--- src/rtl/regfile_pkg.sv ---
// Shared widths, special register indices and data typedefs for the
// scoreboarded register file.
package regfile_pkg;

  localparam int DEF_DATA_W   = 32;
  localparam int DEF_ADDR_W   = 5;
  localparam int DEF_LINK_REG = 31;
  localparam int ZERO_REG     = 0;

  typedef logic [DEF_ADDR_W-1:0] reg_addr_t;
  typedef logic [DEF_DATA_W-1:0] reg_data_t;

endpackage

--- src/rtl/reg_scoreboard.sv ---
// Per-register pending-write tracker: one pending bit per architectural
// register plus an incrementally maintained count of set bits.
module reg_scoreboard
  import regfile_pkg::*;
#(
  parameter int ADDR_W   = DEF_ADDR_W,
  parameter int LINK_REG = DEF_LINK_REG
) (
  input  logic                   clk,
  input  logic                   rst,
  input  logic                   set_en,
  input  logic [ADDR_W-1:0]      set_addr,
  input  logic                   clr_en,
  input  logic [ADDR_W-1:0]      clr_addr,
  input  logic                   link_clr_en,
  output logic [2**ADDR_W-1:0]   pend,
  output logic [ADDR_W:0]        pend_cnt
);

  localparam int                DEPTH  = 2**ADDR_W;
  localparam int                CW     = ADDR_W + 1;
  localparam logic [ADDR_W-1:0] LINK_A = ADDR_W'(LINK_REG);
  localparam logic [ADDR_W-1:0] ZERO_A = ADDR_W'(ZERO_REG);

  logic [DEPTH-1:0] pend_next;
  logic             set_ok;
  logic             inc;
  logic             dec_w;
  logic             dec_l;

  // A new issue overrides a same-edge clear: the newest producer owns the register.
  always_comb begin
    set_ok    = set_en && (set_addr != ZERO_A);
    pend_next = pend;
    if (clr_en)      pend_next[clr_addr] = 1'b0;
    if (link_clr_en) pend_next[LINK_A]   = 1'b0;
    if (set_ok)      pend_next[set_addr] = 1'b1;
    pend_next[0] = 1'b0;

    inc   = set_ok && !pend[set_addr];
    dec_w = clr_en && pend[clr_addr] && !(set_ok && (set_addr == clr_addr));
    dec_l = link_clr_en && pend[LINK_A] && !(set_ok && (set_addr == LINK_A))
            && !(clr_en && (clr_addr == LINK_A));
  end

  always_ff @(posedge clk or negedge rst) begin
    if (!rst) begin
      pend     <= '0;
      pend_cnt <= '0;
    end else begin
      pend     <= pend_next;
      pend_cnt <= pend_cnt + CW'(inc) - CW'(dec_w) - CW'(dec_l);
    end
  end

endmodule

--- src/rtl/regfile_sb.sv ---
// 2-read/1-write register file with link-register port and pending-write
// scoreboard. Define REGFILE_BYPASS_EN for write-first read forwarding.
module regfile_sb
  import regfile_pkg::*;
#(
  parameter int DATA_W   = DEF_DATA_W,
  parameter int ADDR_W   = DEF_ADDR_W,
  parameter int LINK_REG = DEF_LINK_REG
) (
  input  logic              clk,
  input  logic              rst,
  input  logic [ADDR_W-1:0] a_addr,
  input  logic [ADDR_W-1:0] b_addr,
  output logic [DATA_W-1:0] a_data,
  output logic [DATA_W-1:0] b_data,
  input  logic [ADDR_W-1:0] w_addr,
  input  logic [DATA_W-1:0] w_data,
  input  logic              reg_wr,
  input  logic              ra_wr,
  input  logic [DATA_W-1:0] ra_data,
  input  logic              iss_valid,
  input  logic [ADDR_W-1:0] iss_addr,
  output logic              a_busy,
  output logic              b_busy,
  output logic [ADDR_W:0]   pend_cnt
);

  localparam int                DEPTH  = 2**ADDR_W;
  localparam logic [ADDR_W-1:0] LINK_A = ADDR_W'(LINK_REG);
  localparam logic [ADDR_W-1:0] ZERO_A = ADDR_W'(ZERO_REG);

  logic [DATA_W-1:0] regs [DEPTH];
  logic [DEPTH-1:0]  pend;
  logic              gen_wr;
  logic              link_wr;

  // The general port wins a same-edge collision on the link register.
  assign gen_wr  = reg_wr && (w_addr != ZERO_A);
  assign link_wr = ra_wr && !(gen_wr && (w_addr == LINK_A));

  always_ff @(posedge clk or negedge rst) begin
    if (!rst) begin
      for (int i = 0; i < DEPTH; i++) regs[i] <= '0;
    end else begin
      if (gen_wr)  regs[w_addr] <= w_data;
      if (link_wr) regs[LINK_A] <= ra_data;
    end
  end

  reg_scoreboard #(
    .ADDR_W   (ADDR_W),
    .LINK_REG (LINK_REG)
  ) u_scoreboard (
    .clk         (clk),
    .rst         (rst),
    .set_en      (iss_valid),
    .set_addr    (iss_addr),
    .clr_en      (gen_wr),
    .clr_addr    (w_addr),
    .link_clr_en (link_wr),
    .pend        (pend),
    .pend_cnt    (pend_cnt)
  );

  // Outputs are forced quiet while reset is held so forwarding cannot leak data.
  always_comb begin
    a_data = '0;
    b_data = '0;
    a_busy = 1'b0;
    b_busy = 1'b0;
    if (rst) begin
      if (a_addr != ZERO_A) begin
        a_data = regs[a_addr];
        a_busy = pend[a_addr];
      end
      if (b_addr != ZERO_A) begin
        b_data = regs[b_addr];
        b_busy = pend[b_addr];
      end
`ifdef REGFILE_BYPASS_EN
      if (link_wr && (a_addr == LINK_A)) begin
        a_data = ra_data;
        a_busy = 1'b0;
      end
      if (gen_wr && (a_addr == w_addr)) begin
        a_data = w_data;
        a_busy = 1'b0;
      end
      if (link_wr && (b_addr == LINK_A)) begin
        b_data = ra_data;
        b_busy = 1'b0;
      end
      if (gen_wr && (b_addr == w_addr)) begin
        b_data = w_data;
        b_busy = 1'b0;
      end
`endif
    end
  end

endmodule
--- config.mk ---
export PLATFORM = sky130hd
export DESIGN_NAME = regfile_sb
export DESIGN_NICKNAME = d
export VERILOG_FILES = /design/src/rtl/regfile_pkg.sv /design/src/rtl/reg_scoreboard.sv /design/src/rtl/regfile_sb.sv
export SDC_FILE = /design/constraint.sdc
export NUM_CORES = 2
export LEC_CHECK = 0
export ABC_AREA = 0
export CORE_UTILIZATION = 45
export CTS_BUF_LIST = sky130_fd_sc_hd__clkbuf_8
export DETAILED_ROUTE_END_ITERATION = 8
export PLACE_DENSITY = 0.61
export SYNTH_ARGS = -nofsm -noshare
export SYNTH_HDL_FRONTEND = slang
export SYNTH_SLANG_ARGS = --single-unit
--- constraint.sdc ---
create_clock -name clk -period 3.4 [get_ports clk]
set_clock_uncertainty 0.15 [all_clocks]
set_input_delay 0.51 -clock clk [delete_from_list [all_inputs] [get_ports clk]]
set_output_delay 0.51 -clock clk [all_outputs]
set_load 0.05 [all_outputs]
Word-level counts from Yosys, hierarchy flattened
Index checks and enable logic that the tools add are counted.
Word-level totals
  bits in registers: 1061
  bits of input ports: 89
  output and inout bits: 72
  word-level logic and storage cells: 114
Operators by class
  add/subtract/negate cells: 3
  magnitude comparators: 10
  equality and inequality tests: 3
  multiplexer cells: 34
  bitwise gates (word level): 6
  reduce and logical (&&, ||, !) cells: 24
Operators by type and width (count)
  bitwise mux 1024 bit: 1
  two-way mux 32 bit: 13
  binary-select mux 32 bit (select 5 bit): 2
  demux 32 bit (select 5 bit): 1
  AND 32 bit: 1
  NOT 32 bit: 1
  bitwise OR 32 bit: 1
  < comparator 5 x 6 -> 1 bit (second input constant): 4
  binary-select mux 1 bit (select 5 bit): 4
  nonzero test 5 bit: 4
  greater-or-equal comparator 6 bit (second input constant): 3
  NOT 5 -> 6 bit: 3
  logical AND 1 bit: 15
  subtractor 6 x 1 -> 6 bit: 2
  two-way mux 1 bit: 11
  demux 1 bit (select 5 bit): 2
  equality test 5 bit (second input constant): 2
  greater-or-equal comparator 5 x 1 -> 1 bit (second input constant): 2
  adder 6 x 1 -> 6 bit: 1
  < comparator 6 x 1 -> 1 bit (second input constant): 1
  equality test 5 bit: 1
  logical NOT 1 bit: 4
  nonzero test 2 bit: 1

Logic depth before layout (Yosys ltp)
  depth after elaboration: 10
  gate-level depth with buffers: 16
  gate-level depth less buffers: 14

By module
A second synthesis with hierarchy kept.
Unflattened totals
  cells, all modules: 4325
  area total of the unflattened synthesis: 56061.3 um2
Modules (own cells, without submodules)
  regfile_sb: times used 1, cells each 4092, area each 53744.0 um2, seq. area each 24823.8 um2
  reg_scoreboard: times used 1, cells each 233, area each 2317.2 um2, seq. area each 925.9 um2

Worst setup path after synthesis
OpenSTA, ideal clock, no wires.
  kind: in2reg
  start: input iss_addr[0]
  end: register u_scoreboard.pend_cnt[5]
  library setup time: 0.126 ns
  arrival time: 3.679 ns
  required time: 3.124 ns
  setup slack: -0.555 ns
  stages: 15
  path buffers: 1
  path through: buf_6 > mux4_2 > a221oi_2 > a21oi_1 > or4_1 > fa_1 > ha_1 > inv_1 > ha_1 > inv_1 > fa_1 > inv_1 > a21o_1 > a21oi_1 > xnor2_1
Between the ends
  word-level cells in the longest chain between the ends: 7
  elaborated cells between the ends (all ways): 18
  classes of those cells: 3 x add/sub; 2 x eq/ne; 2 x mux; 11 x reduce/logical
Ends and longest elaborated chain
  start, declared: line regfile_sb.sv:22  | input logic [ADDR_W-1:0] iss_addr,
  binary-select mux 1 bit (select 5 bit) or nonzero test 5 bit (tied branches): line reg_scoreboard.sv:40, reg_scoreboard.sv:33
  two-way mux 1 bit (not written as such) or logical AND 1 bit (tied branches): line reg_scoreboard.sv:40, reg_scoreboard.sv:33
  logical NOT 1 bit, or another cell as far along: line reg_scoreboard.sv:40  | inc = set_ok && !pend[set_addr];
  logical AND 1 bit, or another cell as far along: line reg_scoreboard.sv:40
  adder 6 x 1 -> 6 bit, or another cell as far along: line reg_scoreboard.sv:52  | pend_cnt <= pend_cnt + CW'(inc) - CW'(dec_w) - CW'(dec_l);
  subtractor 6 x 1 -> 6 bit or logical AND 1 bit (tied branches): line reg_scoreboard.sv:52, reg_scoreboard.sv:43
  subtractor 6 x 1 -> 6 bit *: line reg_scoreboard.sv:52
  end signal, assigned: line reg_scoreboard.sv:52
  end, declared: line reg_scoreboard.sv:17  | output logic [ADDR_W:0] pend_cnt
Mark *: on every way between the ends. The rest lies on a longest branch, timed or not. The select of a mux whose other input is x is not followed.
A chain may end at the register's enable or synchronous reset.

Worst setup path after layout
  start: register u_scoreboard.pend[31]
  end: register u_scoreboard.pend_cnt[5]
Between the ends
  word-level cells in the longest chain between the ends: 7
  elaborated cells between the ends (all ways): 14
  classes of those cells: 3 x add/sub; 4 x mux; 7 x reduce/logical
Ends and longest elaborated chain
  start, declared: line reg_scoreboard.sv:16  | output logic [2**ADDR_W-1:0] pend,
  start signal, assigned: line reg_scoreboard.sv:51  | pend <= pend_next;
  binary-select mux 1 bit (select 5 bit): line reg_scoreboard.sv:40
  two-way mux 1 bit (not written as such): line reg_scoreboard.sv:40
  logical NOT 1 bit: line reg_scoreboard.sv:40
  logical AND 1 bit: line reg_scoreboard.sv:40
  adder 6 x 1 -> 6 bit: line reg_scoreboard.sv:52
  subtractor 6 x 1 -> 6 bit: line reg_scoreboard.sv:52
  subtractor 6 x 1 -> 6 bit *: line reg_scoreboard.sv:52
Marks and branches as above.

==> flow_results.xml <==
<?xml version="1.0" encoding="UTF-8"?>
<metrics>
  <group name="route">
    <metric name="routedWlPerCell" unit="um">29.51</metric>
    <metric name="remaining_drc_errors" unit="">0</metric>
    <metric name="drtIter0Drc" unit="">2769</metric>
    <metric name="vias" unit="">35540</metric>
    <metric name="avgViaCountPerCell" unit="">6.282</metric>
    <metric name="drtPass1Iterations" unit="">5</metric>
    <metric name="routed_wirelength" unit="um">166900</metric>
    <metric name="post_detailed_route_count_of_antenna_violating_nets" unit="">0</metric>
  </group>
  <group name="timing">
    <metric name="setup_violations_final" unit="">1</metric>
    <metric name="timing.fmax" unit="MHz">283.6</metric>
    <metric name="tightest_pin_transition" unit="ns">1.291</metric>
    <metric name="period_needed" unit="ns">3.526</metric>
    <metric name="setup_ws" unit="ns">-0.1258</metric>
    <metric name="hold_slack" unit="ns">0.09782</metric>
    <metric name="maxSlewViolCount" unit="">0</metric>
    <metric name="setup_tns" unit="ns">-0.1258</metric>
    <metric name="timing.final.crit_share" unit="%">103.7</metric>
    <metric name="max-slew-margin-rel" unit="%">13.64</metric>
    <metric name="finalHoldViolations" unit="">0</metric>
    <metric name="rsz0062_at_grt" unit="">yes</metric>
  </group>
  <group name="worst_hold_path">
    <metric name="hold_path.class" unit="">in2reg</metric>
  </group>
  <group name="power">
    <metric name="switchingPower" unit="uW">10760</metric>
    <metric name="power_frac_comb" unit="%">24.0</metric>
    <metric name="max-vdd-ir-drop" unit="V">0.0006715</metric>
    <metric name="p_leak" unit="uW">0.02935</metric>
    <metric name="seq_power_share" unit="%">44.7</metric>
    <metric name="power.share.clock" unit="%">31.3</metric>
    <metric name="totalPowerFinal" unit="uW">37290</metric>
    <metric name="power_report.internal_total" unit="uW">26530</metric>
    <metric name="switching_share" unit="%">28.86</metric>
    <metric name="power-per-cell-area" unit="nW/um^2">557.8</metric>
  </group>
  <group name="global_route">
    <metric name="grt_util_all_layers" unit="%">26.78</metric>
    <metric name="grt_antenna_before_repair" unit="">5</metric>
    <metric name="grt_start_max_net_pins" unit="">165</metric>
    <metric name="grt.overflow.total" unit="">0</metric>
    <metric name="grt_pass1_wl" unit="um">251200</metric>
    <metric name="first_global_vias" unit="">37780</metric>
  </group>
  <group name="flow_run">
    <metric name="cap_violations" unit="">0</metric>
  </group>
  <group name="floorplanning">
    <metric name="die_w" unit="um">358.0</metric>
    <metric name="core_area" unit="um^2">125700</metric>
    <metric name="floorplan.initialDensity" unit="%">45.36</metric>
    <metric name="row_count" unit="">130</metric>
    <metric name="fp.dieArea" unit="um^2">128200</metric>
    <metric name="dieHeight" unit="um">358.0</metric>
    <metric name="io_pins" unit="">161</metric>
  </group>
  <group name="finish">
    <metric name="flow.area_growth_from_synthesis" unit="%">17.21</metric>
    <metric name="drive_above_1_share" unit="%">46.45</metric>
    <metric name="fin_nets" unit="">3965</metric>
    <metric name="instances_no_fill" unit="">5657</metric>
    <metric name="core_occupancy_in_the_finished_layout" unit="%">53.17</metric>
  </group>
  <group name="synth">
    <metric name="synthesis.yosys.warnings" unit="">0</metric>
    <metric name="synth_top_flop_cell" unit="">sky130_fd_sc_hd__dfrtp_1</metric>
    <metric name="synth.avg_cell_area" unit="um^2">15.58</metric>
    <metric name="number_of_synthesized_flops_with_an_enable_pin" unit="">0</metric>
    <metric name="synth_sequential_area_ratio" unit="%">46.55</metric>
    <metric name="synth_cells" unit="">3661</metric>
    <metric name="synth_common_cells" unit="">sky130_fd_sc_hd__dfrtp_1, sky130_fd_sc_hd__mux2_2, sky130_fd_sc_hd__mux4_2</metric>
    <metric name="synth_async_sr_flop_share" unit="%">100.0</metric>
    <metric name="ys_ff_latch" unit="">1061</metric>
    <metric name="syn_std_cell_area" unit="um^2">57040</metric>
    <metric name="synthTopCellsByArea" unit="">sky130_fd_sc_hd__dfrtp_1, sky130_fd_sc_hd__mux4_2, sky130_fd_sc_hd__mux2_2</metric>
    <metric name="synthMostInstantiatedCell" unit="">sky130_fd_sc_hd__dfrtp_1</metric>
    <metric name="yosys.area.top_type" unit="">sky130_fd_sc_hd__dfrtp_1</metric>
    <metric name="synth.lib_cells_used.distinct" unit="">49</metric>
    <metric name="synth_largest_type_area_fraction" unit="%">46.55</metric>
    <metric name="synth.net_count" unit="">3758</metric>
  </group>
  <group name="place">
    <metric name="dp_cells" unit="">5325</metric>
    <metric name="port_buffers" unit="">160</metric>
    <metric name="detailed_place_hpwl" unit="um">101800</metric>
    <metric name="routability_congestion_estimate" unit="">0.8489</metric>
  </group>
  <group name="clocking">
    <metric name="cts-htree-levels" unit="">4</metric>
    <metric name="max-clock-path-buffers" unit="">3</metric>
    <metric name="cts_made_buffers" unit="">188</metric>
    <metric name="clock_latency" unit="ns">0.89</metric>
    <metric name="clk_pin_slew_worst_paths" unit="ns">0.07</metric>
    <metric name="cts-root-buf" unit="">sky130_fd_sc_hd__clkbuf_8</metric>
    <metric name="cts.sink_count" unit="">1061</metric>
    <metric name="cts_tree" unit="">yes</metric>
  </group>
  <group name="worst_setup_path">
    <metric name="critPathLaunchType" unit="">flop</metric>
    <metric name="end_kind" unit="">flop</metric>
    <metric name="ordered_cell_list_for_the_critical_path" unit="">mux4_2 -&gt; mux2i_4 -&gt; nor2_1 -&gt; or4_4 -&gt; fa_2 -&gt; inv_2 -&gt; ha_4 -&gt; ha_4 -&gt; inv_2 -&gt; fa_2 -&gt; inv_1 -&gt; a21o_1 -&gt; a21oi_2 -&gt; xnor2_1</metric>
    <metric name="cp_slowest_cell" unit="">sky130_fd_sc_hd__fa_2</metric>
    <metric name="data_required_time_of_the_critical_path" unit="ns">4.05</metric>
    <metric name="path_class" unit="">reg2reg</metric>
    <metric name="cp.arrival" unit="ns">4.18</metric>
    <metric name="delay_of_the_slowest_critical_path_stage" unit="ns">0.56</metric>
    <metric name="critical_path.max_fanout" unit="">2</metric>
  </group>
  <group name="status">
    <metric name="failed_checks" unit="">negative setup slack</metric>
    <metric name="run_status" unit="">finished, violations left</metric>
  </group>
</metrics>
-- metal layers --
metal / vias up / GRT usage (%) / wire (um)
li1: 14740 / - / -
met1: 19310 / 37.96 / 72930
met2: 1135 / 40.31 / 76650
met3: 341 / 6.372 / 11790
met4: 6 / 9.574 / 5524
met5: - / 0 / 41
-- logic make-up after synthesis --
kind of cell | synth area share (%)
fa+ha+maj | 0.2018
compound gates | 3.027
mux | 45.65
buf+inv | 3.313
xor+xnor | 0.1382
flops | 46.55
simple gates | 1.123
-- power groups by stage --
stage,Clock (uW),Sequential (uW),Combinational (uW)
floorplan,0,16500,6210
global placement,0,16700,8780
detailed placement,0,16800,8930
CTS,12000,16600,8980
global route,12600,17000,9570
finish,11700,16700,8950
-- path summary, 6_finish.rpt --
kind / cells past startpoint / endpoint / startpoint / slack (ns)
worst max-delay path: 14 / u_scoreboard.pend_cnt[5]$_DFF_PN0_ / u_scoreboard.pend[31]$_DFF_PN0_ / -0.13
worst min-delay path: 3 / regs[21]$_DFFE_PN0P_ / ra_data[21] / 0.1
worst max register to register: 14 / u_scoreboard.pend_cnt[5]$_DFF_PN0_ / u_scoreboard.pend[31]$_DFF_PN0_ / -0.13
worst min register to register: 0 / regs[999]$_DFFE_PN0P_ / regs[999]$_DFFE_PN0P_ / 0.25
max in group asynchronous: 5 / regs[169]$_DFFE_PN0P_ / rst / 1.08
min in group asynchronous: 3 / regs[1]$_DFFE_PN0P_ / rst / 0.25
-- area by class of cell --
type | instances | area (um^2)
clock buffer | 230 | 3166
timing repair buffer | 437 | 5600
tap | 1650 | 2064
inverter | 10 | 40.04
fill | 10290 | 58880
sequential | 1061 | 26550
antenna | 3 | 7.507
multi-input combinational | 2170 | 28920
clock inverter | 96 | 499.2
-- timing repair --
item / CTS / global route
pin swaps: 2 / 2
hold buffers: 2 / 0
setup buffers: 0 / 1
resized for setup: 11 / 17
gates cloned: 0 / 0
setup endpoints to repair: 13 / 15
hold endpoints to repair: 90 / 0
-- state kept, by name, summed over array words and instances (netlist names) --
signal,count
u_scoreboard.pend,31
u_scoreboard.pend_cnt,6
regs,1024
-- critical path: cells and delay by family, from the launching register on --
family | cells | cell delay (ns)
flops | 1 | 0.41
fa+ha+maj | 4 | 1.05
mux | 2 | 0.69
compound gates | 2 | 0.30
buf+inv | 3 | 0.13
simple gates | 2 | 0.59
xor+xnor | 1 | 0.13
-- stage by stage --
stage	setup WS (ns)	area, um^2
floorplan	-0.1906	57090
global placement	-0.9978	63000
detailed placement	-0.9985	63000
CTS	-0.1430	66740
global route	-0.2315	66840
finish	-0.1258	66850
-- layout by cell type (no fill, tap or decap), types with 4 or more instances in the layout --
cell type	instances
sky130_fd_sc_hd__mux4_2	537
sky130_fd_sc_hd__inv_1	75
sky130_fd_sc_hd__nand3b_1	7
sky130_fd_sc_hd__o2bb2ai_1	4
sky130_fd_sc_hd__a22o_1	12
sky130_fd_sc_hd__clkinv_2	13
sky130_fd_sc_hd__mux2i_1	297
sky130_fd_sc_hd__clkdlybuf4s50_1	86
sky130_fd_sc_hd__buf_8	7
sky130_fd_sc_hd__mux2_2	644
sky130_fd_sc_hd__nand2_2	19
sky130_fd_sc_hd__nor2_4	11
sky130_fd_sc_hd__nor3_1	5
sky130_fd_sc_hd__o22a_1	66
sky130_fd_sc_hd__clkinvlp_4	6
sky130_fd_sc_hd__and3b_1	4
sky130_fd_sc_hd__mux2i_2	5
sky130_fd_sc_hd__inv_6	4
sky130_fd_sc_hd__a32o_1	4
sky130_fd_sc_hd__clkbuf_8	230
sky130_fd_sc_hd__o221ai_1	51
sky130_fd_sc_hd__nand2_1	11
sky130_fd_sc_hd__dfrtp_1	1061
sky130_fd_sc_hd__nor2b_1	5
sky130_fd_sc_hd__buf_12	163
sky130_fd_sc_hd__mux2_1	317
sky130_fd_sc_hd__a21oi_1	34
sky130_fd_sc_hd__o221ai_2	15
sky130_fd_sc_hd__buf_4	177
sky130_fd_sc_hd__xnor2_1	9
sky130_fd_sc_hd__nor2_1	38
sky130_fd_sc_hd__o21ai_0	23
Power figures use the tool's default switching activity.
